$ cat config.mk
export PLATFORM = sky130hd
export DESIGN_NAME = irq_priority_arbiter
export DESIGN_NICKNAME = d
export VERILOG_FILES = /design/src/rtl/irq_priority_arbiter.sv
export SDC_FILE = /design/constraint.sdc
export NUM_CORES = 1
export LEC_CHECK = 0
export BUFFER_PORTS_ARGS = -buffer_cell sky130_fd_sc_hd__clkbuf_2
export CORE_ASPECT_RATIO = 1.4
export CORE_UTILIZATION = 44
export CTS_BUF_LIST = sky130_fd_sc_hd__clkbuf_4
export CTS_CLUSTER_DIAMETER = 60
export DETAILED_ROUTE_END_ITERATION = 12
export GPL_TIMING_DRIVEN = 0
export PLACE_DENSITY = 0.84
export RECOVER_POWER = 100
export SYNTH_ARGS = -nofsm -noshare
export SYNTH_HDL_FRONTEND = slang
export SYNTH_SLANG_ARGS = --single-unit
$ cat constraint.sdc
create_clock -name clk_i -period 1.7 [get_ports clk_i]
set_clock_uncertainty 0.2 [all_clocks]
set_input_delay 0.34 -clock clk_i [delete_from_list [all_inputs] [get_ports clk_i]]
set_output_delay 0.34 -clock clk_i [all_outputs]
set_load 0.005 [all_outputs]
$ cat src/rtl/irq_priority_arbiter.sv
// Fixed-priority interrupt arbiter: edge-detects N_SRC lines, presents one
// request with its cause code, and tracks a single in-service interrupt.
module irq_priority_arbiter #(
  parameter int          N_SRC      = 8,
  parameter logic [31:0] CAUSE_BASE = 32'h8000_0010
) (
  input  logic                     clk_i,
  input  logic                     rst_ni,
  input  logic [N_SRC-1:0]         irq_lines_i,
  input  logic [N_SRC-1:0]         irq_mask_i,
  input  logic                     irq_ack_i,
  input  logic                     irq_ret_i,
  output logic                     irq_req_o,
  output logic [31:0]              irq_cause_o,
  output logic [$clog2(N_SRC)-1:0] irq_id_o,
  output logic                     busy_o,
  output logic [N_SRC-1:0]         pending_o
);

  localparam int IW = $clog2(N_SRC);

  localparam logic [1:0] IDLE    = 2'd0;
  localparam logic [1:0] REQ     = 2'd1;
  localparam logic [1:0] SERVICE = 2'd2;

  logic [1:0]       state;
  logic [N_SRC-1:0] pending;
  logic [N_SRC-1:0] prev_lines;
  logic [N_SRC-1:0] rise;
  logic [N_SRC-1:0] masked;
  logic [N_SRC-1:0] clr;
  logic [IW-1:0]    id;
  logic [IW-1:0]    sel;
  logic             any;

  always_comb begin
    rise   = irq_lines_i & ~prev_lines;
    masked = pending & irq_mask_i;
    any    = |masked;
    sel    = '0;
    for (int k = N_SRC - 1; k >= 0; k--) begin
      if (masked[k]) sel = IW'(k);
    end
    clr = '0;
    if (state == REQ && irq_ack_i) clr[id] = 1'b1;
  end

  always_ff @(posedge clk_i or negedge rst_ni) begin
    if (!rst_ni) begin
      state      <= IDLE;
      pending    <= '0;
      prev_lines <= '0;
      id         <= '0;
    end else begin
      prev_lines <= irq_lines_i;
      // a rise on the acceptance cycle survives the clear
      pending    <= (pending & ~clr) | rise;
      case (state)
        IDLE: begin
          if (any) begin
            state <= REQ;
            id    <= sel;
          end
        end
        REQ: begin
          if (irq_ack_i) begin
            state <= SERVICE;
          end else if (any) begin
            id <= sel;
          end else begin
            state <= IDLE;
          end
        end
        SERVICE: begin
          if (irq_ret_i) state <= IDLE;
        end
        default: state <= IDLE;
      endcase
    end
  end

  assign irq_req_o   = (state == REQ);
  assign busy_o      = (state == SERVICE);
  assign irq_id_o    = id;
  assign irq_cause_o = CAUSE_BASE + 32'(id);
  assign pending_o   = pending;

endmodule

## Word level (Yosys, flattened, before mapping)

Cells that the tools add are included.

| storage, ports and cells | value |
|---|---|
| flip-flop bits (word level) | 21 |
| bits in latches | 0 |
| memory bits (writable) | 0 |
| ROM bits | 0 |
| bits of input ports | 20 |
| output and inout port bits | 45 |
| word-level logic and storage cells | 45 |
| memories kept | 0 |

| cells by class | value |
|---|---|
| $add $sub $neg | 1 |
| multipliers | 0 |
| divide/modulo/power cells | 0 |
| order comparisons | 2 |
| equality and inequality tests | 6 |
| shift-type cells | 0 |
| muxes and demuxes | 19 |
| bitwise logic cells | 6 |
| reductions and logical operators | 7 |

Operators by type and width:

| kind | count |
|---|---|
| 32-bit by 3-bit adder with 32-bit output (first input constant) | 1 |
| 3-bit two-way mux | 10 |
| 8-bit AND | 3 |
| 8-bit NOT | 2 |
| 2-bit two-way mux | 4 |
| 8-bit two-way mux | 1 |
| 8-bit bitwise OR | 1 |
| 8-bit OR reduction | 1 |
| 2-bit inequality test (second input constant) | 3 |
| 2-bit case mux with 3 select lines | 1 |
| 3-bit case mux with 2 select lines | 1 |
| 3-bit by 4-bit < comparator with 1-bit output (second input constant) | 1 |
| 1-bit demux with 3-bit select | 1 |
| 3-bit by 1-bit greater-or-equal comparator with 1-bit output (second input constant) | 1 |
| 3-bit inequality test (second input constant) | 1 |
| 3-bit AND reduction | 1 |
| 2-bit by 1-bit equality test with 1-bit output (second input constant) | 1 |
| 2-bit equality test (second input constant) | 1 |
| 1-bit logical AND | 2 |
| 2-bit logical NOT | 1 |
| 2-bit AND reduction | 1 |
| 2-bit nonzero test | 1 |
| 1-bit two-way mux | 1 |

## Depth between registers and ports, before layout

Gate-level depths: netlist (run 1).

| logic depth | value |
|---|---|
| word-level depth | 12 |
| gate-level depth with buffers | 4 |
| depth with buffers taken out | 4 |

## Worst setup path before layout (run 1)

No wires, ideal clock.

| path | value |
|---|---|
| kind | register to register |
| start point | reg id[0], in the netlist irq_id_o[0] |
| end point | reg pending[1], in the netlist pending_o[1] |
| data arrival time | 1.071 ns |
| data required time | 1.371 ns |
| slack | 0.300 ns |
| stages on the path, launching flop included | 5 |
| period minus slack after synthesis | 1.400 ns |
| cell sequence | dfrtp_1 -> inv_1 -> or3_4 -> o31ai_1 -> o21ai_1 |

| on the way | value |
|---|---|
| longest elaborated chain between the ends | 8 |
| elaborated cells on any way between the ends | 9 |

RTL lines:

| item | line | RTL |
|---|---|---|
| start, declared | 32 | `logic [IW-1:0] id;` |
| start signal, assigned | 62 | `id <= sel;` |
| start signal, assigned | 69 | `id <= sel;` |
| 3-bit by 4-bit < comparator with 1-bit output (not written as such) / 3-bit by 1-bit greater-or-equal comparator with 1-bit output (equally long branches) | 45 | `if (state == REQ && irq_ack_i) clr[id] = 1'b1;` |
| 1-bit logical AND (not written as such) | 45 |  |
| 1-bit two-way mux (not written as such) | 45 |  |
| 1-bit demux with 3-bit select (*) | 45 |  |
| 8-bit two-way mux (*) | 45 |  |
| 8-bit NOT (*) | 57 | `pending <= (pending & ~clr) \| rise;` |
| 8-bit AND (*) | 57 |  |
| 8-bit bitwise OR (*) | 57 |  |
| end signal, assigned | 57 |  |
| end, declared | 27 | `logic [N_SRC-1:0] pending;` |

Every way passes the cells marked *; elsewhere a longest branch is shown, timed or not.
A chain may end at the register's enable or synchronous reset.

## Worst setup path after layout (run 1)

| path | value |
|---|---|
| start point | reg id[2], in the netlist irq_id_o[2] |
| end point | out irq_id_o[2] |

RTL lines:

| item | line | RTL |
|---|---|---|
| end, declared | 15 | `output logic [$clog2(N_SRC)-1:0] irq_id_o,` |

No word-level cell between the ends.

==> results of run 1 <==
worst max-delay path, cell delays in order (launching register included):
cell      delay, ns
dfrtp_1        0.52
buf_4          0.16
clkbuf_2       0.10
logic make-up after synthesis:
group | count (synthesis) | synth area share (%)
buffers and inverters | 42 | 25.2
AOI/OAI and AO/OA | 30 | 16.9
DFF | 21 | 47.7
and+or+nand+nor | 18 | 9.54
other | 2 | 0.681
layout make-up:
type	instances	area share [%]
Buffer	32	15.9
Clock buffer	3	1.49
Clock inverter	1	0.496
Multi-Input combinational cell	77	25.5
Inverter	10	2.48
Tap cell	34	2.81
Sequential cell	21	34.7
Timing Repair Buffer	44	16.7
cells in the mapped netlist (all sizes together):
cell type	n	share of area, %
or3	2	2.0
a31oi	1	0.57
and2	1	0.57
buf	32	22
and2b	1	0.68
nand3	1	0.45
nand2	8	3.0
a32o	2	1.8
nor2b	1	0.57
a22oi	4	3.2
conb	2	0.68
nand2b	3	1.7
o31ai	2	1.4
inv	10	3.4
a21oi	3	1.4
nand4	1	0.57
o21ai	16	7.3
a2bb2oi	1	0.79
dfrtp	21	48
o22ai	1	0.57
report_power, final:
group | leakage, nW | switching [mW] | total [mW] | internal, mW
clock | 0.0139 | 0.155 | 0.245 | 0.0898
sequential | 0.228 | 0.154 | 0.776 | 0.622
combinational | 0.556 | 0.283 | 0.601 | 0.319
total | 0.798 | 0.592 | 1.62 | 1.03
metal layers:
| metal | global-route usage (%) | vias up | share of wire (%) |
|---|---|---|---|
| met5 | 0 | - | 0 |
| met4 | 7.36 | 0 | 1.1 |
| met3 | 1.47 | 3 | 6.7 |
| met2 | 35.9 | 46 | 56 |
| met1 | 17.3 | 424 | 36 |
| li1 | - | 470 | - |
per-stage QoR:
stage	total power, mW	cells	util, %
after global placement	1.38	209	59.4
after global routing	1.75	222	63.3
after detailed placement	1.41	209	59.4
after CTS	1.67	222	64.5
after floorplan	1.13	140	-
final	1.62	222	63.3
state kept, by name, indices dropped and copies added (netlist names):
register,count
prev_lines,8
irq_id_o,3
pending_o,8
state,2
how the worst max path moves through the flow:
stage | startpoint | endpoint | depth (start not counted)
3_5_place_dp | irq_mask_i[1] | irq_id_o[2] | 5
4_1_cts | irq_id_o[1] | irq_id_o[1] | 2
5_1_grt | pending_o[2] | irq_id_o[2] | 4
3_3_place_gp | irq_mask_i[1] | irq_id_o[2] | 5
6_report | irq_id_o[2] | irq_id_o[2] | 2
2_1_floorplan | irq_id_o[0] | pending_o[1] | 4
what timing repair did:
item	4_1_cts	5_1_grt
hold buffers	9	0
endpoints found under the hold margin	29	0
setup buffers	0	0
==> impl_metrics.ini, run 1 <==
[outcome]
status = completed

[cts]
cts_tree = built
worstSkewPairLatency_ns = 0.31
cts_max_level = 1
numCtsBuffers = 3
clkTransAtPathRegs_ns = 0.11
cts_resized = 0
clock_tree.root_cell = clkbuf_4
clock_sinks = 21
clk_path_buf_depth = 2

[placed_design]
dp_hpwl_um = 1690
io_buffers = 35
pre_cts_ws_ns = 0.158
place_congestion = 0.869
placed_area_sq_mm = 0.00142

[job]
drv_cap = 0

[sta]
tns_ns = 0
final_hold_viol_count = 0
rsz0062_at_grt = no
setup_viol = 0
fin_ws_ns = 0.0812
max_freq_ghz = 0.618
final.min_clock_period_ns = 1.62
fin_crit_sh_pct = 95.2
slew_viol_final = 0
whs_ns = 0.108

[finish]
seq_area_sq_um = 526
drive_above_1_share_pct = 33.0
multi_input_area_sq_um = 385
diodes = 0
layout_common_cells = buf_4, conb_1, clkbuf_2, dfrtp_1, o21ai_0
nNetsFinal = 209
postLayoutCellArea_sq_mm = 0.00151
final_common_cell = buf_4
area_delta_synth_final_pct = 37.3
fillers = 222

[logic_synthesis]
avgSynthCellArea_sq_um = 9.75
synth.distinct_cells = 23
synth_warnings = 0
yosysSeqAreaShare_pct = 47.7
synth_area_sq_mm = 0.00110
ys_seq_elements = 21
syn_inst = 113

[worst_setup_path]
regToRegSetupSlack_ns = 0.11
critical_path_required_ns = 1.16
arrival_ns = 1.08
r2r_start = pending_o[3]
crit_path_max_fanout = 8
critPathCaptureType = output pin
ff2ff_path_depth = 4
r2r_end = irq_id_o[2]
critPathLaunchType = register
worst-setup-path-type = register to output pin

[detailed_routing]
drt_wl_total_um = 2200
drcViolationCount = 0
drtAntennaViolNets = 0
drt-initial-drc-count = 23
firstDrtPassIters = 4
via_per_inst = 4.25
vias = 943
wl_per_cell_um = 9.92

[global_route]
overflow = 0
grt_pass1_vias = 874
grt_max_degree = 22
grt_pass1_wl_um = 3480
antenna_found_initial = 0
track_usage_pct = 17.5

[die]
die_area_sq_mm = 0.00271
die_h_um = 61.2
start_util_pct = 46.1
ioPinCount = 65
fp.coreArea_sq_mm = 0.00239
die_width_um = 44.3
rows = 21

[worst_hold_path]
worstHoldStart = irq_ret_i
hold_path.class = input port to register
whs_endpoint = state[1]
hold_depth = 3

[power_and_ir_drop]
peakVddDrop_uv = 687
p_per_area_mw_per_mm2 = 1070
cellLeakagePower_nw = 0.798
Power figures use the tool's default switching activity.
==> inputs of run 2 (changes only) <==
--- a/config.mk
+++ b/config.mk
@@ -7,12 +7,12 @@
 export LEC_CHECK = 0
 export BUFFER_PORTS_ARGS = -buffer_cell sky130_fd_sc_hd__clkbuf_2
 export CORE_ASPECT_RATIO = 1.4
-export CORE_UTILIZATION = 44
+export CORE_UTILIZATION = 37
 export CTS_BUF_LIST = sky130_fd_sc_hd__clkbuf_4
 export CTS_CLUSTER_DIAMETER = 60
 export DETAILED_ROUTE_END_ITERATION = 12
 export GPL_TIMING_DRIVEN = 0
-export PLACE_DENSITY = 0.84
+export PLACE_DENSITY = 0.73
 export RECOVER_POWER = 100
 export SYNTH_ARGS = -nofsm -noshare
 export SYNTH_HDL_FRONTEND = slang
==> impl_metrics.ini, run 2 (synthesis results as in run 1) <==
[worst_setup_path]
r2r_end = pending_o[1]
crit_path_end = irq_id_o[2]
r2r_start = irq_id_o[0]
max_stage_delay_ns = 0.50
ff2ff_path_depth = 4
crit_path_max_fanout = 8
crit_path_start = irq_id_o[2]
critPathLaunchType = register
worst-setup-path-type = register to output pin
critPathCaptureType = output pin
arrival_ns = 1.09
cp.buffers_inverters = 2
path_cells = clkbuf_4 -> clkbuf_2
regToRegSetupSlack_ns = 0.17
critical_path_required_ns = 1.16
critical_path.top_delay_family = flip-flops
cpMaxStageDelayCell = dfrtp_1
crit_cells = 2

[cts]
cts_resized = 0
clock_tree.root_cell = clkbuf_4
post_cts_buffers = 0
worstSkewPairLatency_ns = 0.31
cts_tree = built
clock_sinks = 21
clkTransAtPathRegs_ns = 0.11
cts_hold_buf = 9
clk_path_buf_depth = 2
cts_max_level = 1
numCtsBuffers = 3

[finish]
multi_input_area_sq_um = 390
fillers = 273
diodes = 0
instances_no_fill = 225
layout_common_cells = buf_4, conb_1, clkbuf_2, dfrtp_1, o21ai_0
nNetsFinal = 209
drive_above_1_share_pct = 35.6
area_delta_synth_final_pct = 38.4
final_common_cell = buf_4
seq_area_sq_um = 526

[global_route]
grt_pass1_wl_um = 3370
grtUsageMet1_pct = 17.6
overflow = 0
globalRouteMet2Util_pct = 26.5
antenna_found_initial = 0
grt_pass1_vias = 798
busiest_layer = met2
use_met3_pct = 2.44
track_usage_pct = 15.1
grt_max_degree = 22

[detailed_routing]
vias = 934
drt-initial-drc-count = 14
drtAntennaViolNets = 0
via_per_inst = 4.15
drcViolationCount = 0
wl_per_cell_um = 9.89
firstDrtPassIters = 4
drt_wl_total_um = 2230

[placed_design]
place_inst = 212
dp_hpwl_um = 1750
io_buffers = 35
place_congestion = 0.836

[outcome]
status = completed

[sta]
tns_ns = 0
slew_viol_final = 0
setup_viol = 0
final_hold_viol_count = 0
rsz0062_at_grt = no
fin_crit_sh_pct = 95.8
final.min_clock_period_ns = 1.63
max_freq_ghz = 0.614

[die]
ioPinCount = 65
die_h_um = 66.6
die_area_sq_mm = 0.00320
start_util_pct = 38.7
fp.coreArea_sq_mm = 0.00285
die_width_um = 48.1
rows = 23

[worst_hold_path]
hold_path.class = input port to register
hold_depth = 3

[power_and_ir_drop]
cellLeakagePower_nw = 0.815
peakVddDrop_uv = 673
p_per_area_mw_per_mm2 = 1070

[job]
drv_cap = 0
[run 2: per-stage QoR]
step                      hold slack [ns]  utilization (%)  cell area (sq um)  setup slack, ns  power, mW
after floorplan                    -0.156                -               1200            0.300       1.13
after global placement              0.119             50.0               1430            0.187       1.39
after detailed placement            0.132             50.0               1430            0.166       1.41
after CTS                          0.0974             54.2               1540           0.0841       1.67
after global routing                0.119             53.5               1530           0.0278       1.75
final                              0.0969             53.5               1530           0.0709       1.63
[run 2: layout make-up]
| class | count | area share (%) |
|---|---|---|
| Buffer | 32 | 15.8 |
| Clock buffer | 3 | 1.48 |
| Clock inverter | 1 | 0.328 |
| Inverter | 10 | 2.46 |
| Multi-Input combinational cell | 77 | 25.6 |
| Sequential cell | 21 | 34.5 |
| Tap cell | 37 | 3.04 |
| Timing Repair Buffer | 44 | 16.9 |
[run 2: worst reg2reg max path: cells and delay by family (launching register included)]
family                 cells  cell delay, ns
AOI/OAI and AO/OA          2            0.32
and+or+nand+nor            1            0.44
DFF                        1            0.40
buffers and inverters      1            0.06
[run 2: power breakdown]
group	internal, mW	switching, mW	total [mW]
logic	0.330	0.285	0.615
registers	0.622	0.153	0.775
clock network	0.0880	0.151	0.239
[run 2: how the worst min path moves through the flow]
stage,start,endpoint,slack [ns]
finish,irq_ret_i,state[1],0.1
CTS,irq_ret_i,state[1],0.1
floorplan,rst_ni,irq_id_o[0],-0.16
detailed placement,rst_ni,prev_lines[4],0.13
global route,irq_ret_i,state[1],0.12
global placement,rst_ni,prev_lines[6],0.12
[run 2: metal layers]
metal,part of all wire [%],wire length (um),vias up
met5,0,0,-
li1,-,-,469
met1,41,905,412
met4,0.67,15,0
met3,6.6,146,2
met2,52,1160,51
